**config.mk**
```make
export PLATFORM = sky130hd
export DESIGN_NAME = vpu_req_decoder
export DESIGN_NICKNAME = d
export VERILOG_FILES = /design/src/rtl/vpu_req_decoder.sv
export SDC_FILE = /design/constraint.sdc
export NUM_CORES = 1
export LEC_CHECK = 0
export ABC_AREA = 1
export CAP_MARGIN = 20
export CORE_MARGIN = 5
export CORE_UTILIZATION = 45
export CTS_BUF_LIST = sky130_fd_sc_hd__clkbuf_4 sky130_fd_sc_hd__clkbuf_8
export CTS_CLUSTER_DIAMETER = 100
export DETAILED_ROUTE_END_ITERATION = 7
export PLACE_DENSITY = 0.71
export SYNTH_ARGS = -nofsm -noshare
export SYNTH_HDL_FRONTEND = slang
export SYNTH_SLANG_ARGS = --single-unit
```
**constraint.sdc**
```tcl
create_clock -name clk -period 5.1 [get_ports clk]
set_input_delay 1.275 -clock clk [delete_from_list [all_inputs] [get_ports clk]]
set_output_delay 1.275 -clock clk [all_outputs]
set_load 0.03 [all_outputs]
```
**src/rtl/vpu_req_decoder.sv**
```systemverilog
// ============================================================================
//  Module      : vpu_req_decoder
//  Description : VPU-side receiver for 136-bit host-to-device instructions.
//                Buffers instructions in a FIFO, validates the opcode, splits
//                src0..src2/dst0 into SRAM bank id and row address, issues
//                bank-conflict-free read groups to the SRAM read ports, then
//                presents an execute descriptor to the vector lanes.
//
//  Ports       : clk, rst_n              clock, async active-low reset
//                instr_valid/ready/instr host instruction port
//                                        {opcode[135:128],src2,src1,src0,dst0}
//                rd_valid/bank/row/ready SRAM read group (whole group per beat)
//                ex_valid/ready/opcode/src_cnt/dst_bank/dst_row
//                                        execute descriptor to VLANE
//                err_opcode              1-cycle pulse on invalid-opcode drop
//                fifo_cnt                buffer occupancy 0..FIFO_DEPTH
//
//  Revision    : 1.0  initial release
// ============================================================================
`default_nettype none

module vpu_req_decoder #(
    parameter int FIFO_DEPTH = 16,  // power of 2, >= 2
    parameter int RD_PORTS   = 3,   // one read port per source operand (<= 3)
    parameter int BANK_W     = 2,
    parameter int ROW_W      = 10
) (
    input  logic                          clk,
    input  logic                          rst_n,
    input  logic                          instr_valid,
    output logic                          instr_ready,
    input  logic [135:0]                  instr,
    output logic [RD_PORTS-1:0]           rd_valid,
    output logic [RD_PORTS*BANK_W-1:0]    rd_bank,
    output logic [RD_PORTS*ROW_W-1:0]     rd_row,
    input  logic                          rd_ready,
    output logic                          ex_valid,
    input  logic                          ex_ready,
    output logic [7:0]                    ex_opcode,
    output logic [1:0]                    ex_src_cnt,
    output logic [BANK_W-1:0]             ex_dst_bank,
    output logic [ROW_W-1:0]              ex_dst_row,
    output logic                          err_opcode,
    output logic [$clog2(FIFO_DEPTH):0]   fifo_cnt
);

    localparam int PTR_W    = $clog2(FIFO_DEPTH);
    localparam int CNT_W    = PTR_W + 1;
    localparam int ADR_W    = BANK_W + ROW_W;   // {row, bank} slice of an address
    localparam int ADDR_LSB = 9;                // bank starts at address bit 9
    localparam int NOPS     = RD_PORTS + 1;     // operand 0 is dst0, 1.. are sources
    localparam int ENT_W    = 8 + NOPS * ADR_W;

    typedef enum logic [1:0] {
        S_IDLE = 2'd0,
        S_RD   = 2'd1,
        S_EX   = 2'd2
    } state_t;

    // Only the opcode and the bank/row slice of each operand are buffered.
    logic [ENT_W-1:0] w_wr_ent;
    logic             w_unused;

    assign w_wr_ent[ENT_W-1 -: 8] = instr[135:128];
    generate
        for (genvar k = 0; k < NOPS; k++) begin : g_pack
            assign w_wr_ent[k*ADR_W +: ADR_W] = instr[32*k + ADDR_LSB +: ADR_W];
        end
    endgenerate
    assign w_unused = ^instr;

    // ------------------------------------------------------------------
    // Instruction FIFO
    // ------------------------------------------------------------------
    logic [ENT_W-1:0] r_mem [FIFO_DEPTH];
    logic [PTR_W-1:0] r_wptr;
    logic [PTR_W-1:0] r_rptr;
    logic [CNT_W-1:0] r_cnt;
    logic             w_full;
    logic             w_empty;
    logic             w_push;
    logic             w_pop;
    logic [ENT_W-1:0] w_head;

    assign w_full      = (r_cnt == CNT_W'(FIFO_DEPTH));
    assign w_empty     = (r_cnt == '0);
    // A full FIFO refuses pushes even when a pop happens in the same cycle.
    assign w_push      = instr_valid && !w_full;
    assign instr_ready = !w_full;
    assign fifo_cnt    = r_cnt;
    assign w_head      = r_mem[r_rptr];

    always_ff @(posedge clk) begin
        if (w_push) begin
            r_mem[r_wptr] <= w_wr_ent;
        end
    end

    always_ff @(posedge clk or negedge rst_n) begin
        if (!rst_n) begin
            r_wptr <= '0;
            r_rptr <= '0;
            r_cnt  <= '0;
        end else begin
            if (w_push) r_wptr <= r_wptr + 1'b1;
            if (w_pop)  r_rptr <= r_rptr + 1'b1;
            case ({w_push, w_pop})
                2'b10:   r_cnt <= r_cnt + 1'b1;
                2'b01:   r_cnt <= r_cnt - 1'b1;
                default: r_cnt <= r_cnt;
            endcase
        end
    end

    // ------------------------------------------------------------------
    // Head decode
    // ------------------------------------------------------------------
    function automatic logic [1:0] f_src_cnt(input logic [7:0] op);
        case (op)
            8'h05, 8'h0C, 8'h0D:                      f_src_cnt = 2'd1;
            8'h0B:                                    f_src_cnt = 2'd3;
            8'h01, 8'h02, 8'h03, 8'h04, 8'h06, 8'h07,
            8'h08, 8'h09, 8'h0A, 8'h0E:               f_src_cnt = 2'd2;
            default:                                  f_src_cnt = 2'd0; // invalid
        endcase
    endfunction

    logic [7:0]          w_op;
    logic [1:0]          w_src_cnt;
    logic [BANK_W-1:0]   w_src_bank [RD_PORTS];
    logic [ROW_W-1:0]    w_src_row  [RD_PORTS];
    logic [RD_PORTS-1:0] w_init_mask;

    assign w_op      = w_head[ENT_W-1 -: 8];
    assign w_src_cnt = f_src_cnt(w_op);

    generate
        for (genvar i = 0; i < RD_PORTS; i++) begin : g_src
            assign w_src_bank[i] = w_head[(i+1)*ADR_W +: BANK_W];
            assign w_src_row[i]  = w_head[(i+1)*ADR_W + BANK_W +: ROW_W];
        end
    endgenerate

    always_comb begin
        w_init_mask = '0;
        for (int i = 0; i < RD_PORTS; i++) begin
            w_init_mask[i] = (int'(w_src_cnt) > i);
        end
    end

    // ------------------------------------------------------------------
    // Read-group selection: a pending operand joins the group only if its
    // bank differs from every lower-indexed operand already in the group.
    // ------------------------------------------------------------------
    state_t              r_state;
    state_t              w_state_nxt;
    logic [RD_PORTS-1:0] r_pend;
    logic [RD_PORTS-1:0] w_pend_nxt;
    logic [RD_PORTS-1:0] w_group;
    logic                w_hit;

    always_comb begin
        w_group = '0;
        w_hit   = 1'b0;
        for (int i = 0; i < RD_PORTS; i++) begin
            w_hit = 1'b0;
            for (int j = 0; j < i; j++) begin
                if (w_group[j] && (w_src_bank[j] == w_src_bank[i])) begin
                    w_hit = 1'b1;
                end
            end
            w_group[i] = r_pend[i] && !w_hit;
        end
    end

    // ------------------------------------------------------------------
    // Control FSM
    // ------------------------------------------------------------------
    always_ff @(posedge clk or negedge rst_n) begin
        if (!rst_n) begin
            r_state <= S_IDLE;
            r_pend  <= '0;
        end else begin
            r_state <= w_state_nxt;
            r_pend  <= w_pend_nxt;
        end
    end

    always_comb begin
        w_state_nxt = r_state;
        w_pend_nxt  = r_pend;
        w_pop       = 1'b0;
        err_opcode  = 1'b0;
        rd_valid    = '0;
        ex_valid    = 1'b0;
        case (r_state)
            S_IDLE: begin
                if (!w_empty) begin
                    if (w_src_cnt == 2'd0) begin
                        err_opcode = 1'b1;
                        w_pop      = 1'b1;
                    end else begin
                        w_pend_nxt  = w_init_mask;
                        w_state_nxt = S_RD;
                    end
                end
            end
            S_RD: begin
                rd_valid = w_group;
                if (rd_ready) begin
                    w_pend_nxt = r_pend & ~w_group;
                    if ((r_pend & ~w_group) == '0) begin
                        w_state_nxt = S_EX;
                    end
                end
            end
            S_EX: begin
                ex_valid = 1'b1;
                if (ex_ready) begin
                    w_pop       = 1'b1;
                    w_state_nxt = S_IDLE;
                end
            end
            default: begin
                w_state_nxt = S_IDLE;
            end
        endcase
    end

    // Data outputs are forced to zero outside their valid window so stale
    // FIFO contents never appear on the interfaces.
    generate
        for (genvar i = 0; i < RD_PORTS; i++) begin : g_rdout
            assign rd_bank[i*BANK_W +: BANK_W] = rd_valid[i] ? w_src_bank[i] : '0;
            assign rd_row[i*ROW_W +: ROW_W]    = rd_valid[i] ? w_src_row[i]  : '0;
        end
    endgenerate

    assign ex_opcode   = ex_valid ? w_op : 8'd0;
    assign ex_src_cnt  = ex_valid ? w_src_cnt : 2'd0;
    assign ex_dst_bank = ex_valid ? w_head[0 +: BANK_W] : '0;
    assign ex_dst_row  = ex_valid ? w_head[BANK_W +: ROW_W] : '0;

endmodule

`default_nettype wire

```
# [Word level (Yosys, flattened, before mapping)]
# Memory sizes are Yosys's and may differ from the RTL's.
# Index checks and enable logic that the tools add are counted.
[totals] register_bits=18 latchBits=0 ram_bits=896 rom_bits=32 input_bits=141 out_inout_bits=69 word_cells=81 mem_count=2
[memory_table] name="r_mem" words=16 width=56 read_ports=1 rd_ports_with_merged_regs=0 write_ports=1 line="75" source="logic [ENT_W-1:0] r_mem [FIFO_DEPTH];"
[memory_table] name="(no name shown)" words=16 width=2 read_ports=1 rd_ports_with_merged_regs=0 write_ports=0 line="119" source="case (op)"
[classes] add_sub_neg=4 mul=0 n_div=0 magnitude_cmp=3 n_eq_ne=13 n_shift=0 mux=34 bitwise=2 n_reduce_logical=18
[op_table] cell="$mux 10" n=4
[op_table] cell="$mux 2" n=11
[op_table] cell="$mux 3" n=4
[op_table] cell="$mux 1" n=10
[op_table] cell="$ne 2x2->1 const B" n=5
[op_table] cell="$pmux 5 s2" n=1
[op_table] cell="$add 4x1->4 const B" n=2
[op_table] cell="$mux 8" n=1
[op_table] cell="$eq 2x2->1" n=3
[op_table] cell="$logic_and 1x1->1" n=6
[op_table] cell="$pmux 2 s3" n=1
[op_table] cell="$pmux 3 s2" n=1
[op_table] cell="$add 5x1->5 const B" n=1
[op_table] cell="$eq 5x5->1 const B" n=1
[op_table] cell="$logic_not 5->1" n=1
[op_table] cell="$reduce_and 5->1" n=1
[op_table] cell="$sub 5x1->5 const B" n=1
[op_table] cell="$eq 2x1->1 const B" n=2
[op_table] cell="$eq 2x2->1 const B" n=2
[op_table] cell="$gt 2x1->1 const B" n=2
[op_table] cell="$logic_not 2->1" n=2
[op_table] cell="$logic_not 4->1" n=1
[op_table] cell="$reduce_and 4->1" n=1
[op_table] cell="$reduce_bool 2->1" n=2
[op_table] cell="6 further kinds" n=8

# [Depth between registers and ports, before layout]
# An unclocked memory read counts as a cell.
[depth] ltp_word=16 depth_mapped=23 ltp_nobuf=22

# [Least setup slack after synthesis]
# No wires, ideal clock.
[synth_path] path_kind="input port to flip-flop" start="in instr_valid" end="mem r_mem[11][0] in the netlist's numbering (enable)" setup_time_ns=0.470 t_arrival_ns=4.016 required_time_ns=4.630 path_slack_ns=0.614 stages=4 n_path_buf=0 path_cell_list="nand2_1 inv_1 nand2_1 nor2_1"
[synth_between] elab_chain_len=3
[synth_lines] item="start, declared" line="30" source="input logic instr_valid,"
[synth_lines] item="$logic_and 1x1->1" line="88" source="assign w_push = instr_valid && !w_full;"
[synth_lines] item="$mux 1" line="94" source="if (w_push) begin"
[synth_lines] item="$mux 1 (not written as such)" line="95" source="r_mem[r_wptr] <= w_wr_ent;"
[synth_lines] item="end, declared" line="75"
# Every way passes these cells.

# [Worst setup path in the final report]
[layout_path] start="reg r_rptr[1]" end="out ex_dst_row[9]"
[layout_between] elab_chain_len=2
[layout_lines] item="start, declared" line="77" source="logic [PTR_W-1:0] r_rptr;"
[layout_lines] item="start signal, assigned" line="106" source="if (w_pop) r_rptr <= r_rptr + 1'b1;"
[layout_lines] item="$mem_v2 16x56"
[layout_lines] item="$mux 10" line="242" source="assign ex_dst_row = ex_valid ? w_head[BANK_W +: ROW_W] : '0;"
[layout_lines] item="end, declared" line="42" source="output logic [ROW_W-1:0] ex_dst_row,"
# Every way passes these cells.

==> out/summary.txt <==
Status = finished clean
Final Hold Viols = 0
Fin crit share = 97.5%
DR iter-0 viols = 2588
Detailed Place HPWL = 46.7 mm
Critical R2R Launch = r_rptr[0]$_DFFE_PN0P_
Global-route wire length before repair = 138 mm
Netlist Area Pre-Place = 36600 sq um
Worst-margin pin slew = 0.940 ns
Via count = 23739
Share of the synthesized area in the top cell type = 73.6%
Cell area after layout = 42600 sq um
Num rows = 104
Die area = 87000 sq um
Nets = 3177
Max-cap violations = 0
Crit path kind = reg2out
Post-synthesis simple-gate area fraction = 10.6%
Synth Area in XOR/XNOR = 0.216%
Clock sinks = 914
Critical path required time = 3.83 ns
I/O Buffers = 129
Std-Cell Core Area = 80500 sq um
Vias per cell = 5.66
#FFs+latches synth = 914
TritonCTS clock tree = yes
Crit-path max FO = 100
# placed instances = 3923
Multi-input combinational cell area = 8110 sq um
Vias in the first global route = 22863
Clk_lat worst skew = 0.79 ns
Crit path DAT = 3.70 ns
Synth Flop Type = edfxtp_1
Main combinational cell family by area after synthesis = simple AND/OR/NAND/NOR gates
Hold Slack = 0.489 ns
Initial DRT Pass Iterations = 6
Mapped Nets = 3002
FMAX = 0.201 GHz
Post-Synth Adder-Cell Area = 0.363%
Fillers = 6505
Leak Pwr = 14.6 nW
Synth warn = 0
Clock root cell = clkbuf_8
Avg Synthesized Cell Area = 12.8 sq um
Most frequent cells in the layout = 896 x edfxtp_1, 459 x nand2_1, 306 x nor2_1, 287 x o21ai_0, 167 x nand3_1
Starting Density = 45.4%
Commonest non-fill, non-tap cell in the layout = edfxtp_1
Pre-CTS setup slack = 0.711 ns
Fin cells = 4197
Cts bufs inserted = 148
Pins Over Slew Limit = 0
Pwr dens = 545 nW/um^2
Critical-path cell with the highest stage delay = clkdlybuf4s50_1
CP Capture Type = output port
Critical Path Start = r_rptr[1]$_DFFE_PN0P_
GPL Wtd Cong = 0.772
Top-Level Pins = 210
H-tree level count = 4
Ys async rst share = 1.97%
Mux cell area share after synthesis = 0.164%
RSZ-0062 raised after global routing = true
Area after DPL = 39500 sq um
Overall die height = 295 um
Worst-path clk slew = 0.06 ns
Number of flops mapped to enable cells by yosys = 896
Final worst setup slack = 0.126 ns
Setup violators final = 0
Post-route minimum period = 4.97 ns
Startpoint types = flip-flop
Synth Area in Compound Gates = 10.4%
Total track usage = 20.9%
Max incr delay on CP = 0.67 ns
Register area = 27400 sq um
Ordered list of cells on the worst path = inv_16 -> buf_12 -> o21ai_0 -> o221ai_1 -> o211ai_1 -> a21oi_1 -> buf_4 -> clkdlybuf4s50_1
# DRC = 0
Layout cells sized above 1 = 12.5%
Worst VDD drop = 480 uV
WL per Instance = 22.1 um
Post-synthesis instance total = 2851
Max-slew headroom = 37.2%
Routed wire length = 92.9 mm
CTS Hold Buffers Added = 0
Fin Setup TNS = 0 ns
Initial antenna violation count = 10
Library cells used by synthesis = 38
Worst hold start = r_pend[2]$_DFFE_PN0P_
HP Class = reg2reg
Top post-synthesis cells by area = edfxtp_1 74%, nand2_1 4.7%, o21ai_0 3.9%, nor2_1 3.3%, nand3_1 2.3%
Sequential share of the synthesized area = 74.8%
Post-route ant nets = 0
Die Wd = 295 um
Area leader, netlist = edfxtp_1
Clock Path Buffers = 3
Final Skew = 0.0358 ns
Area grow syn2layout = 16.5%
Largest net degree at the start of global routing = 200
Grt total ovfl = 0
-- metal layers --
layer / GRT usage [%] / vias to the layer above / part of all wire (%)
met2: 33.9 / 1101 / 48
met3: 4.94 / 172 / 8.8
met5: 0 / - / 0.061
met1: 28.0 / 11675 / 41
met4: 6.94 / 8 / 2.3
li1: - / 10783 / -
-- kinds of logic (layout without fill, tap and decap cells) --
group | Yosys count | in the layout
simple gates | 966 | 966
flops | 914 | 914
compound gates | 636 | 636
buf+inv | 310 | 590
fa+ha+maj | 10 | 10
xor+xnor | 9 | 9
mux | 6 | 6
other cells | 0 | 6
-- per-stage QoR --
| step | total power (W) | util (%) |
|---|---|---|
| 6_report | 0.0232 | 52.9 |
| 3_5_place_dp | 0.0171 | 49.1 |
| 3_3_place_gp | 0.0169 | 49.1 |
| 4_1_cts | 0.0231 | 52.6 |
| 5_1_grt | 0.0245 | 52.8 |
| 2_1_floorplan | 0.0146 | - |
-- synth_stat cells (7+ instances only) --
library cell    n
a21oi_1       119
nand3_1       167
o21ai_1        11
ha_1            9
o22ai_1        62
o221ai_1       60
clkbuf_1      112
o211ai_1       30
a31oi_1         7
a221oi_1       38
inv_1         118
nor2_1        324
nand2_1       459
dfrtp_1        18
buf_1          19
o21ai_0       287
edfxtp_1      896
buf_2          50
-- power breakdown --
| part | switching, W | total (W) | internal [W] |
|---|---|---|---|
| logic | 0.00553 | 0.00796 | 0.00243 |
| registers | 0.000265 | 0.00933 | 0.00907 |
| clock network | 0.00278 | 0.00592 | 0.00315 |
-- worst max-delay path: cells and delay by family, from the launching register on --
family                 cells  cell delay, ns
buffers and inverters      4            1.49
AO/OA/AOI/OAI              4            0.75
flip-flops                 1            0.57
-- area by class of cell --
class,instances,share of cell area (%)
Sequential cell,914,64.3
Multi-Input combinational cell,1627,19.0
Antenna cell,6,0.0353
Inverter,122,1.20
Timing Repair Buffer,213,5.88
Clock buffer,201,5.73
Clock inverter,54,0.711
Tap cell,1060,3.11
-- registers in the layout (all words and copies together) (netlist names) --
signal,count
fifo_cnt,5
r_mem,896
r_pend,3
r_rptr,4
r_state,2
r_wptr,4
-- worst paths after layout --
path,endpoint,slack [ns],depth (start not counted)
min in group asynchronous,fifo_cnt[2]$_DFFE_PN0P_,1.02,1
setup reg to reg,fifo_cnt[4]$_DFFE_PN0P_,0.90,22
max in group asynchronous,r_rptr[2]$_DFFE_PN0P_,3.38,1
hold reg to reg,r_pend[2]$_DFFE_PN0P_,0.49,2
hold / removal,r_pend[2]$_DFFE_PN0P_,0.49,2
setup / recovery,ex_dst_row[9],0.13,8
-- what timing repair did --
item                                    CTS  global route
gates resized for setup                   6            16
pin swaps                                 0             0
setup buffers                             0             9
hold endpoints to repair                  0             0
cloned                                    2             2
endpoints found under the setup margin   11            27
No activity file was read; power rests on OpenSTA's default activity.
